===== src/rtl/logic_op_pkg.sv =====
// Shared types and the bitwise evaluation function for the logic-op arbiter.
package logic_op_pkg;

  typedef enum logic [2:0] {
    OP_AND     = 3'd0,
    OP_OR      = 3'd1,
    OP_NAND    = 3'd2,
    OP_NOR     = 3'd3,
    OP_XOR     = 3'd4,
    OP_XNOR    = 3'd5,
    OP_NOT_A   = 3'd6,
    OP_ILLEGAL = 3'd7
  } op_e;

  typedef enum logic [1:0] {
    IDLE = 2'd0,
    EXEC = 2'd1,
    RESP = 2'd2
  } state_e;

  // One result bit for one operand bit pair; the datapath applies it across
  // the full operand width, which keeps the function independent of WIDTH.
  // The illegal opcode yields 0 so an erroring result is all zeros.
  function automatic logic logic_eval(op_e op, logic a, logic b);
    logic r;
    case (op)
      OP_AND:   r = a & b;
      OP_OR:    r = a | b;
      OP_NAND:  r = ~(a & b);
      OP_NOR:   r = ~(a | b);
      OP_XOR:   r = a ^ b;
      OP_XNOR:  r = ~(a ^ b);
      OP_NOT_A: r = ~a;
      default:  r = 1'b0;
    endcase
    return r;
  endfunction

endpackage


===== src/rtl/rr_arbiter.sv =====
// Combinational round-robin arbiter: the lowest requesting index at or after
// ptr_i wins, wrapping from N-1 back to 0.
module rr_arbiter #(
  parameter int N     = 4,
  parameter int IDX_W = 2
) (
  input  logic [N-1:0]     req_i,
  input  logic [IDX_W-1:0] ptr_i,
  output logic [N-1:0]     gnt_o,
  output logic [IDX_W-1:0] gnt_idx_o,
  output logic             any_o
);

  logic [N-1:0]   rot;
  logic [IDX_W:0] off;
  logic [IDX_W:0] win;

  // Rotate requests so the pointer sits at bit 0, pick the first set bit,
  // then rotate the offset back into an absolute index.
  always_comb begin
    rot   = N'({req_i, req_i} >> ptr_i);
    off   = '0;
    any_o = 1'b0;
    for (int i = N - 1; i >= 0; i--) begin
      if (rot[i]) begin
        off   = (IDX_W + 1)'(i);
        any_o = 1'b1;
      end
    end
    win = {1'b0, ptr_i} + off;
    if (win >= (IDX_W + 1)'(N)) begin
      win = win - (IDX_W + 1)'(N);
    end
    gnt_idx_o = win[IDX_W-1:0];
    for (int i = 0; i < N; i++) begin
      gnt_o[i] = any_o && (win == (IDX_W + 1)'(i));
    end
  end

endmodule


===== src/rtl/logic_op_arbiter.sv =====
// Shares one registered bitwise logic unit among NUM_REQ requesters with
// round-robin arbitration and a single operation in flight (IDLE/EXEC/RESP).
module logic_op_arbiter
  import logic_op_pkg::*;
#(
  parameter int  NUM_REQ = 4,
  parameter int  WIDTH   = 8,
  localparam int ID_W    = (NUM_REQ > 1) ? $clog2(NUM_REQ) : 1
) (
  input  logic                     clk,
  input  logic                     rst_n,
  input  logic [NUM_REQ-1:0]       req_valid,
  output logic [NUM_REQ-1:0]       req_ready,
  input  logic [NUM_REQ*3-1:0]     req_op,
  input  logic [NUM_REQ*WIDTH-1:0] req_a,
  input  logic [NUM_REQ*WIDTH-1:0] req_b,
  output logic                     rsp_valid,
  input  logic                     rsp_ready,
  output logic [WIDTH-1:0]         rsp_data,
  output logic [ID_W-1:0]          rsp_id,
  output logic                     rsp_err,
  output logic                     busy
);

  logic [NUM_REQ-1:0] gnt;
  logic [ID_W-1:0]    gnt_idx;
  logic               any_req;
  logic               accept;

  state_e             state_q;
  logic [ID_W-1:0]    ptr_q;
  logic [ID_W-1:0]    ptr_d;

  op_e                op_q;
  logic [WIDTH-1:0]   a_q;
  logic [WIDTH-1:0]   b_q;
  logic [ID_W-1:0]    id_q;

  logic [2:0]         sel_op;
  logic [WIDTH-1:0]   sel_a;
  logic [WIDTH-1:0]   sel_b;

  logic [WIDTH-1:0]   res_d;
  logic               err_d;

  logic               rsp_valid_q;
  logic [WIDTH-1:0]   rsp_data_q;
  logic [ID_W-1:0]    rsp_id_q;
  logic               rsp_err_q;
  logic               busy_q;

  rr_arbiter #(
    .N     (NUM_REQ),
    .IDX_W (ID_W)
  ) u_rr (
    .req_i     (req_valid),
    .ptr_i     (ptr_q),
    .gnt_o     (gnt),
    .gnt_idx_o (gnt_idx),
    .any_o     (any_req)
  );

  assign accept = (state_q == IDLE) && any_req;

  // Grant is only offered while idle; gating with rst_n keeps every output
  // at zero for the whole time reset is asserted.
  assign req_ready = (rst_n && (state_q == IDLE)) ? gnt : '0;

  // One-hot mux of the granted requester's opcode and operands.
  always_comb begin
    sel_op = '0;
    sel_a  = '0;
    sel_b  = '0;
    for (int i = 0; i < NUM_REQ; i++) begin
      if (gnt[i]) begin
        sel_op = sel_op | req_op[3*i +: 3];
        sel_a  = sel_a  | req_a[WIDTH*i +: WIDTH];
        sel_b  = sel_b  | req_b[WIDTH*i +: WIDTH];
      end
    end
  end

  // Pointer advances to the slot just after the winner, wrapping at NUM_REQ.
  always_comb begin
    if (gnt_idx == ID_W'(NUM_REQ - 1)) begin
      ptr_d = '0;
    end else begin
      ptr_d = gnt_idx + ID_W'(1);
    end
  end

  // Bitwise evaluation of the latched operation.
  always_comb begin
    for (int i = 0; i < WIDTH; i++) begin
      res_d[i] = logic_eval(op_q, a_q[i], b_q[i]);
    end
    err_d = (op_q == OP_ILLEGAL);
  end

  // Operand capture on the accept edge; never read before the first accept,
  // so it carries no reset.
  always_ff @(posedge clk) begin
    if (accept) begin
      op_q <= op_e'(sel_op);
      a_q  <= sel_a;
      b_q  <= sel_b;
      id_q <= gnt_idx;
    end
  end

  // Control FSM with registered response outputs; reset drops any in-flight op.
  always_ff @(posedge clk or negedge rst_n) begin
    if (!rst_n) begin
      state_q     <= IDLE;
      ptr_q       <= '0;
      rsp_valid_q <= 1'b0;
      rsp_data_q  <= '0;
      rsp_id_q    <= '0;
      rsp_err_q   <= 1'b0;
      busy_q      <= 1'b0;
    end else begin
      case (state_q)
        IDLE: begin
          if (any_req) begin
            ptr_q   <= ptr_d;
            busy_q  <= 1'b1;
            state_q <= EXEC;
          end
        end
        EXEC: begin
          rsp_data_q  <= res_d;
          rsp_err_q   <= err_d;
          rsp_id_q    <= id_q;
          rsp_valid_q <= 1'b1;
          state_q     <= RESP;
        end
        RESP: begin
          if (rsp_ready) begin
            rsp_valid_q <= 1'b0;
            busy_q      <= 1'b0;
            state_q     <= IDLE;
          end
        end
        default: begin
          rsp_valid_q <= 1'b0;
          busy_q      <= 1'b0;
          state_q     <= IDLE;
        end
      endcase
    end
  end

  assign rsp_valid = rsp_valid_q;
  assign rsp_data  = rsp_data_q;
  assign rsp_id    = rsp_id_q;
  assign rsp_err   = rsp_err_q;
  assign busy      = busy_q;

endmodule


===== config.mk =====
export PLATFORM = sky130hd
export DESIGN_NAME = logic_op_arbiter
export DESIGN_NICKNAME = d
export VERILOG_FILES = /design/src/rtl/logic_op_pkg.sv /design/src/rtl/rr_arbiter.sv /design/src/rtl/logic_op_arbiter.sv
export SDC_FILE = /design/constraint.sdc
export NUM_CORES = 1
export LEC_CHECK = 0
export CORE_MARGIN = 5
export CORE_UTILIZATION = 49
export DETAILED_ROUTE_END_ITERATION = 7
export HOLD_SLACK_MARGIN = 0.06
export PLACE_DENSITY = 0.9
export SLEW_MARGIN = 25
export SYNTH_ARGS = -nofsm -noshare
export SYNTH_HDL_FRONTEND = slang
export SYNTH_SLANG_ARGS = --single-unit

===== constraint.sdc =====
create_clock -name clk -period 7.3 [get_ports clk]
set_input_delay 1.46 -clock clk [delete_from_list [all_inputs] [get_ports clk]]
set_output_delay 1.46 -clock clk [all_outputs]
set_load 0.01 [all_outputs]

==> results of run 1 <==
[flip-flops by register name, summed over array words and instances (netlist names)]
register   cells
rsp_err        1
rsp_data       8
busy           1
rsp_valid      1
rsp_id         2
op_q           3
state_q        2
id_q           2
b_q            8
a_q            8
ptr_q          2
[where the power goes]
group          internal, uW  switching, uW
clock                  67.8           69.7
sequential              416            133
combinational           596            648
[placed cells by master (no fill, tap or decap), types with 4 or more instances in the layout]
| cell | instances |
|---|---|
| clkdlybuf4s50_1 | 99 |
| a22oi_1 | 39 |
| a21oi_1 | 27 |
| inv_1 | 21 |
| ha_1 | 21 |
| edfxtp_1 | 21 |
| dfrtp_1 | 17 |
| nor2_1 | 13 |
| o21ai_0 | 10 |
| xnor2_1 | 10 |
| nand2_1 | 8 |
| a22o_1 | 7 |
| buf_4 | 7 |
| nand3_1 | 6 |
| xor2_1 | 6 |
| nor3b_1 | 6 |
| nor3_1 | 6 |
| clkbuf_8 | 5 |
| and3_1 | 4 |
[stage by stage]
step	total power (uW)	worst slack [ns]
after floorplan	1457	2.448
final	1931	1.106
after global routing	2118	0.8575
after CTS	1924	1.128
after detailed placement	1777	1.144
after global placement	1722	1.318
[routing by layer]
| metal | track usage | up-vias | share of wire |
|---|---|---|---|
| met5 | 0 | - | 0 |
| met4 | 0.06187 | 0 | 0.017 |
| met3 | 0.05187 | 12 | 0.081 |
| met2 | 0.3425 | 93 | 0.50 |
| met1 | 0.2426 | 1185 | 0.40 |
| li1 | - | 1245 | - |
[critical path: cells and delay by family]
kind,cells,cell delay (ns)
buffers and inverters,4,1.49
and+or+nand+nor,2,0.57
AOI/OAI and AO/OA,3,0.26
adders and majority gates,2,0.40
xor gates and xnor gates,2,0.55
[cells by family after synthesis]
group,share of synthesized area
DFF,0.3781
muxes,0.02733
AOI/OAI and AO/OA,0.2612
and+or+nand+nor,0.1098
buffers and inverters,0.07930
xor gates and xnor gates,0.05018
adders and majority gates,0.09409
[final timing paths]
path                       depth (start not counted)  slack (ns)      endpoint          from
hold reg to reg                                    2        0.48   rsp_data[2]   rsp_data[2]
max in group asynchronous                          2        5.57    state_q[0]         rst_n
hold / removal                                     2        0.48   rsp_data[2]   rsp_data[2]
min in group asynchronous                          2        1.51     rsp_id[0]         rst_n
setup / recovery                                  13        1.11  req_ready[2]  req_valid[1]
setup reg to reg                                  11        4.46        a_q[5]      ptr_q[0]
[cell type report]
class                   count  area, um^2
clock buffers               8       80.08
fillers                   396        1628
inverters                  21       78.83
multi-input cells         203        1515
flip-flops and latches     38        1056
well taps                  72       90.09
repair buffers            107        1059
==> summary.txt, run 1 <==
Status
  – Status: complete, no violations

Global routing
  – GRT Total Usage: 0.1987
  – GRT overflow: 0
  – Pin count of the biggest net entering global routing: 32
  – Initial antenna violation count: 0
  – Vias in the first global route: 2508
  – First-pass GRT wire length: 11700 um

Yosys
  – Ys flop type: edfxtp_1
  – Area leader, netlist: edfxtp_1
  – Syn. warnings: 0
  – Number of synthesized register bits: 38
  – Post-synth top area share: 0.2258
  – EDFF count, synth: 21
  – Most frequent cells after synthesis: a22oi_1, a21oi_1, edfxtp_1, ha_1, inv_1
  – Sequential area share after synthesis: 0.3781
  – Post-synthesis cell count: 284
  – Syn_area_per_cell: 9.833 um^2
  – Net Count, Synth: 388
  – Most numerous cell in the Yosys netlist: a22oi_1
  – Synthesized area: 2793 um^2
  – Synth async-reset ratio: 0.4474
  – Synth unique cells: 47
  – Largest cells by area after synthesis: edfxtp_1, dfrtp_1, a22oi_1, ha_1, a21oi_1

Critical path
  – Crit path kind: primary input to primary output
  – Largest stage delay on the critical path: 0.60 ns
  – Slowest CP cell: clkdlybuf4s50_1
  – Critical Path Sink Type: primary output
  – Worst Path Max Fanout: 20
  – Crit path cell chain: clkdlybuf4s50_1 > inv_1 > or3_1 > o21ai_0 > o21ai_0 > o221ai_1 > ha_1 > xor2_1 > xor2_1 > ha_1 > buf_4 > and3_1 > clkdlybuf4s50_1
  – Critical path arrival: 4.73 ns
  – Crit path launch type: primary input
  – CP required: 5.84 ns

Timing
  – Setup_tns: 0 ns
  – Fmax: 161.5 MHz
  – Tmin final: 6.194 ns
  – Final setup fails: 0
  – Relative slew slack: 0.3600
  – Slew Limit Fails: 0
  – Fin Hold WS: 0.4831 ns
  – Final worst-path cycle share: 0.8484
  – Worst slew pin tran: 0.9600 ns
  – Clock skew: 0.01044 ns
  – RSZ-0062 raised after global routing: no
  – Final Hold Violating Endpoints: 0

Clock tree
  – CTS clk-pin slew, worst paths: 0.07 ns
  – H-tree depth: 2
  – Clock sink count: 38
  – Clock latency on the worst-skew pair: 0.29 ns
  – CTS tree: done
  – Number of gates resized after CTS: 0
  – Setup Buffers After CTS: 0
  – Max Buffers Root-to-Sink: 2
  – Clock root cell: clkbuf_8
  – Hold-fix buffers, CTS: 0
  – TritonCTS buffer count: 5

Cells and area
  – Post-Layout Inst Area: 3879 um^2
  – Fin cells: 449
  – Layout cell share with drive strength beyond 1: 0.05836
  – Area delta synth->final: 38.89%
  – Util after Layout: 0.7044
  – Layout Nets: 480
  – N_diodes: 0

Floorplanning
  – Num ports: 100
  – Die area: 7309 um^2
  – Row count: 27
  – Core footprint: 5507 um^2
  – Chip height: 85.50 um
  – Die W: 85.50 um
  – Starting density of the core: 0.5072

Route
  – Initial DRC Count: 150
  – Residual DRC: 0
  – 1st-pass router iterations: 4
  – DRT antenna net count: 0
  – Vias: 2535
  – Routed vias/inst: 5.646
  – DRT Wirelength: 7054 um
  – Routed length per instance: 15.71 um

Place
  – RePlAce Congestion: 0.7584
  – Placed cell count: 440
  – Post-DP HPWL: 5480 um
  – Buffers on Ports: 99
  – Placed cell area: 3784 um^2

Power and ir drop
  – PwrDens: 497.8 nW/um^2
  – VDD IR-drop max: 0.3527 mV
  – Pleak: 0.001526 uW

Job
  – Maxcap violations: 0

Hold path
  – HP Class: flip-flop to flip-flop
(Power assumes the default switching activity.)
==> run 2: changes to the inputs <==
--- a/config.mk
+++ b/config.mk
@@ -6,10 +6,10 @@
 export NUM_CORES = 1
 export LEC_CHECK = 0
 export CORE_MARGIN = 5
-export CORE_UTILIZATION = 49
+export CORE_UTILIZATION = 41
 export DETAILED_ROUTE_END_ITERATION = 7
 export HOLD_SLACK_MARGIN = 0.06
-export PLACE_DENSITY = 0.9
+export PLACE_DENSITY = 0.81
 export SLEW_MARGIN = 25
 export SYNTH_ARGS = -nofsm -noshare
 export SYNTH_HDL_FRONTEND = slang
==> constraint.sdc (replaced) <==
create_clock -name clk -period 5.5 [get_ports clk]
set_input_delay 1.1 -clock clk [delete_from_list [all_inputs] [get_ports clk]]
set_output_delay 1.1 -clock clk [all_outputs]
set_load 0.01 [all_outputs]
==> summary.txt, run 2 (synthesized netlist as in run 1, its figures left out) <==
Critical path
  – Reg2reg path depth: 11 (unchanged)
  – Worst Path Max Fanout: 5 (was 20)
  – Critical Path Sink Type: primary output (unchanged)
  – R2R Path Start: ptr_q[0] (unchanged)
  – Crit path kind: primary input to primary output (unchanged)
  – Worst flop-to-flop path endpoint: b_q[4] (was a_q[5])
  – Critical path arrival: 4.13 ns (was 4.73 ns)
  – CP required: 4.40 ns (was 5.84 ns)
  – Crit path launch type: primary input (unchanged)
  – Flop2flop setup slack: 2.58 ns (was 4.46 ns)

Global routing
  – Initial antenna violation count: 0 (unchanged)
  – GRT Total Usage: 0.1643 (was 0.1987)
  – Vias in the first global route: 2475 (was 2508)
  – First-pass GRT wire length: 11320 um (was 11700 um)
  – Pin count of the biggest net entering global routing: 32 (unchanged)
  – GRT overflow: 0 (unchanged)

Power and ir drop
  – Sw Ratio: 0.4402 (was 0.4407)
  – Pleak: 0.001538 uW (was 0.001526 uW)
  – P_int: 1460 uW (was 1080 uW)
  – Power share of the combinational group: 0.646 (was 0.644)
  – PwrDens: 667.1 nW/um^2 (was 497.8 nW/um^2)
  – NetSw: 1149 uW (was 850.9 uW)
  – VDD IR-drop max: 0.5040 mV (was 0.3527 mV)
  – Sequential share of power: 0.280 (was 0.285)
  – Clock power frac: 0.073 (was 0.071)

Timing
  – Worst slew pin tran: 0.9963 ns (was 0.9600 ns)
  – Relative slew slack: 0.3358 (was 0.3600)
  – Final WS setup: 0.2707 ns (was 1.106 ns)
  – Fmax: 191.2 MHz
  – Final worst-path cycle share: 0.9508
  – Clock skew: 0.005006 ns (was 0.01044 ns)
  – Tmin final: 5.229 ns
  – RSZ-0062 raised after global routing: no (unchanged)
  – Fin Hold WS: 0.4783 ns (was 0.4831 ns)
  – Setup_tns: 0 ns (unchanged)
  – Final Hold Violating Endpoints: 0 (unchanged)
  – Final setup fails: 0 (unchanged)
  – Slew Limit Fails: 0 (unchanged)

Floorplanning
  – Starting density of the core: 0.4156 (was 0.5072)
  – Core footprint: 6719 um^2 (was 5507 um^2)
  – Die area: 8562 um^2 (was 7309 um^2)
  – Die W: 92.53 um (was 85.50 um)
  – Row count: 30 (was 27)
  – Chip height: 92.53 um (was 85.50 um)
  – Num ports: 100 (unchanged)

Cells and area
  – Area delta synth->final: 40.05% (was 38.89%)
  – Layout Nets: 480 (unchanged)
  – Post-Layout Inst Area: 3911 um^2 (was 3879 um^2)
  – Most frequent cells in the layout: clkdlybuf4s50_1, a22oi_1, a21oi_1 (unchanged)
  – N_diodes: 0 (unchanged)
  – Layout cell share with drive strength beyond 1: 0.06101 (was 0.05836)
  – Fin cells: 457 (was 449)
  – Most common cell after layout, fill and taps aside: clkdlybuf4s50_1 (unchanged)

Hold path
  – WHS Path Cells: 1 (was 2)
  – HP Class: flip-flop to flip-flop (unchanged)
  – Hold Startpoint: id_q[1] (was rsp_data[2])
  – Hold endpoint: rsp_id[1] (was rsp_data[2])

Clock tree
  – Hold-fix buffers, CTS: 0 (unchanged)
  – Clock sink count: 38 (unchanged)
  – CTS tree: done (unchanged)
  – Clock latency on the worst-skew pair: 0.28 ns (was 0.29 ns)
  – Number of gates resized after CTS: 0 (unchanged)
  – TritonCTS buffer count: 5 (unchanged)
  – Setup Buffers After CTS: 0 (unchanged)
  – Clock root cell: clkbuf_8 (unchanged)
  – H-tree depth: 2 (unchanged)
  – Max Buffers Root-to-Sink: 2 (unchanged)
  – CTS clk-pin slew, worst paths: 0.07 ns (about the same)

Place
  – Worst slack at placement: 0.2815 ns (was 1.144 ns)
  – Placed cell area: 3794 um^2 (was 3784 um^2)
  – Buffers on Ports: 99 (unchanged)
  – Placed cell count: 448 (was 440)
  – Post-DP HPWL: 5420 um (was 5480 um)
  – RePlAce Congestion: 0.7976 (was 0.7584)

Route
  – Routed vias/inst: 5.503 (was 5.646)
  – DRT Wirelength: 6966 um (was 7054 um)
  – Routed length per instance: 15.24 um (was 15.71 um)
  – DRT antenna net count: 0 (unchanged)
  – Vias: 2515 (was 2535)
  – Residual DRC: 0 (unchanged)
  – 1st-pass router iterations: 4 (unchanged)
  – Initial DRC Count: 133 (was 150)

Job
  – Maxcap violations: 0 (unchanged)

Status
  – Status: complete, no violations (unchanged)
==> run 2: cell type report <==
| class | instances | area, um^2 |
|---|---|---|
| inverter | 21 | 78.83 |
| sequential | 38 | 1056 |
| tap | 80 | 100.1 |
| clock buffer | 8 | 90.09 |
| timing repair buffer | 107 | 1071 |
| fill | 567 | 2808 |
| multi-input combinational | 203 | 1515 |
==> run 2: how the worst max path moves through the flow <==
stage               slack (ns)           end          from  depth (start not counted)
floorplan                 1.37  req_ready[2]  req_valid[1]                         11
global placement          0.41  req_ready[2]  req_valid[1]                         12
detailed placement        0.28  req_ready[2]  req_valid[1]                         12
CTS                       0.27  req_ready[2]  req_valid[1]                         12
global route              0.06  req_ready[2]  req_valid[1]                         12
finish                    0.27  req_ready[2]  req_valid[1]                         12
==> run 2: worst max-delay path, cell delays in order <==
cell and delay, ns:
clkdlybuf4s50_1 0.59, inv_1 0.10, or3_1 0.37, o21ai_0 0.07, o21ai_0 0.10, o221ai_1 0.11, ha_1 0.20, xor2_1 0.24
xor2_1 0.29, ha_1 0.23, and3_1 0.17, clkdlybuf4s50_1 0.54
==> run 2: per-layer routing <==
| layer | vias to the layer above | global-route usage | routed length [um] |
|---|---|---|---|
| met3 | 6 | 0.04955 | 726 |
| li1 | 1240 | - | - |
| met5 | - | 0 | 0 |
| met2 | 106 | 0.2888 | 3537 |
| met4 | 0 | 0.04703 | 65 |
| met1 | 1163 | 0.1925 | 2637 |
==> run 2: power groups by stage <==
| stage | sequential (uW) | combinational, uW | clock [uW] |
|---|---|---|---|
| floorplan | 656 | 1280 | 0 |
| global placement | 746 | 1580 | 0 |
| detailed placement | 757 | 1640 | 0 |
| CTS | 751 | 1650 | 199 |
| global route | 759 | 1890 | 211 |
| finish | 731 | 1690 | 192 |
==> run 2: per-stage QoR <==
step                total power, uW    util
CTS                            2601  0.5780
floorplan                      1933       -
detailed placement             2393  0.5646
global route                   2861  0.5821
global placement               2325  0.5646
finish                         2609  0.5821
==> run 3: changes to the inputs <==
--- a/config.mk
+++ b/config.mk
@@ -7,6 +7,7 @@
 export LEC_CHECK = 0
 export CORE_MARGIN = 5
 export CORE_UTILIZATION = 41
+export CTS_CLUSTER_DIAMETER = 100
 export DETAILED_ROUTE_END_ITERATION = 7
 export HOLD_SLACK_MARGIN = 0.06
 export PLACE_DENSITY = 0.81
==> results of run 3 <==
Same layout as run 2: the final DEF is identical, and so are final timing and power.
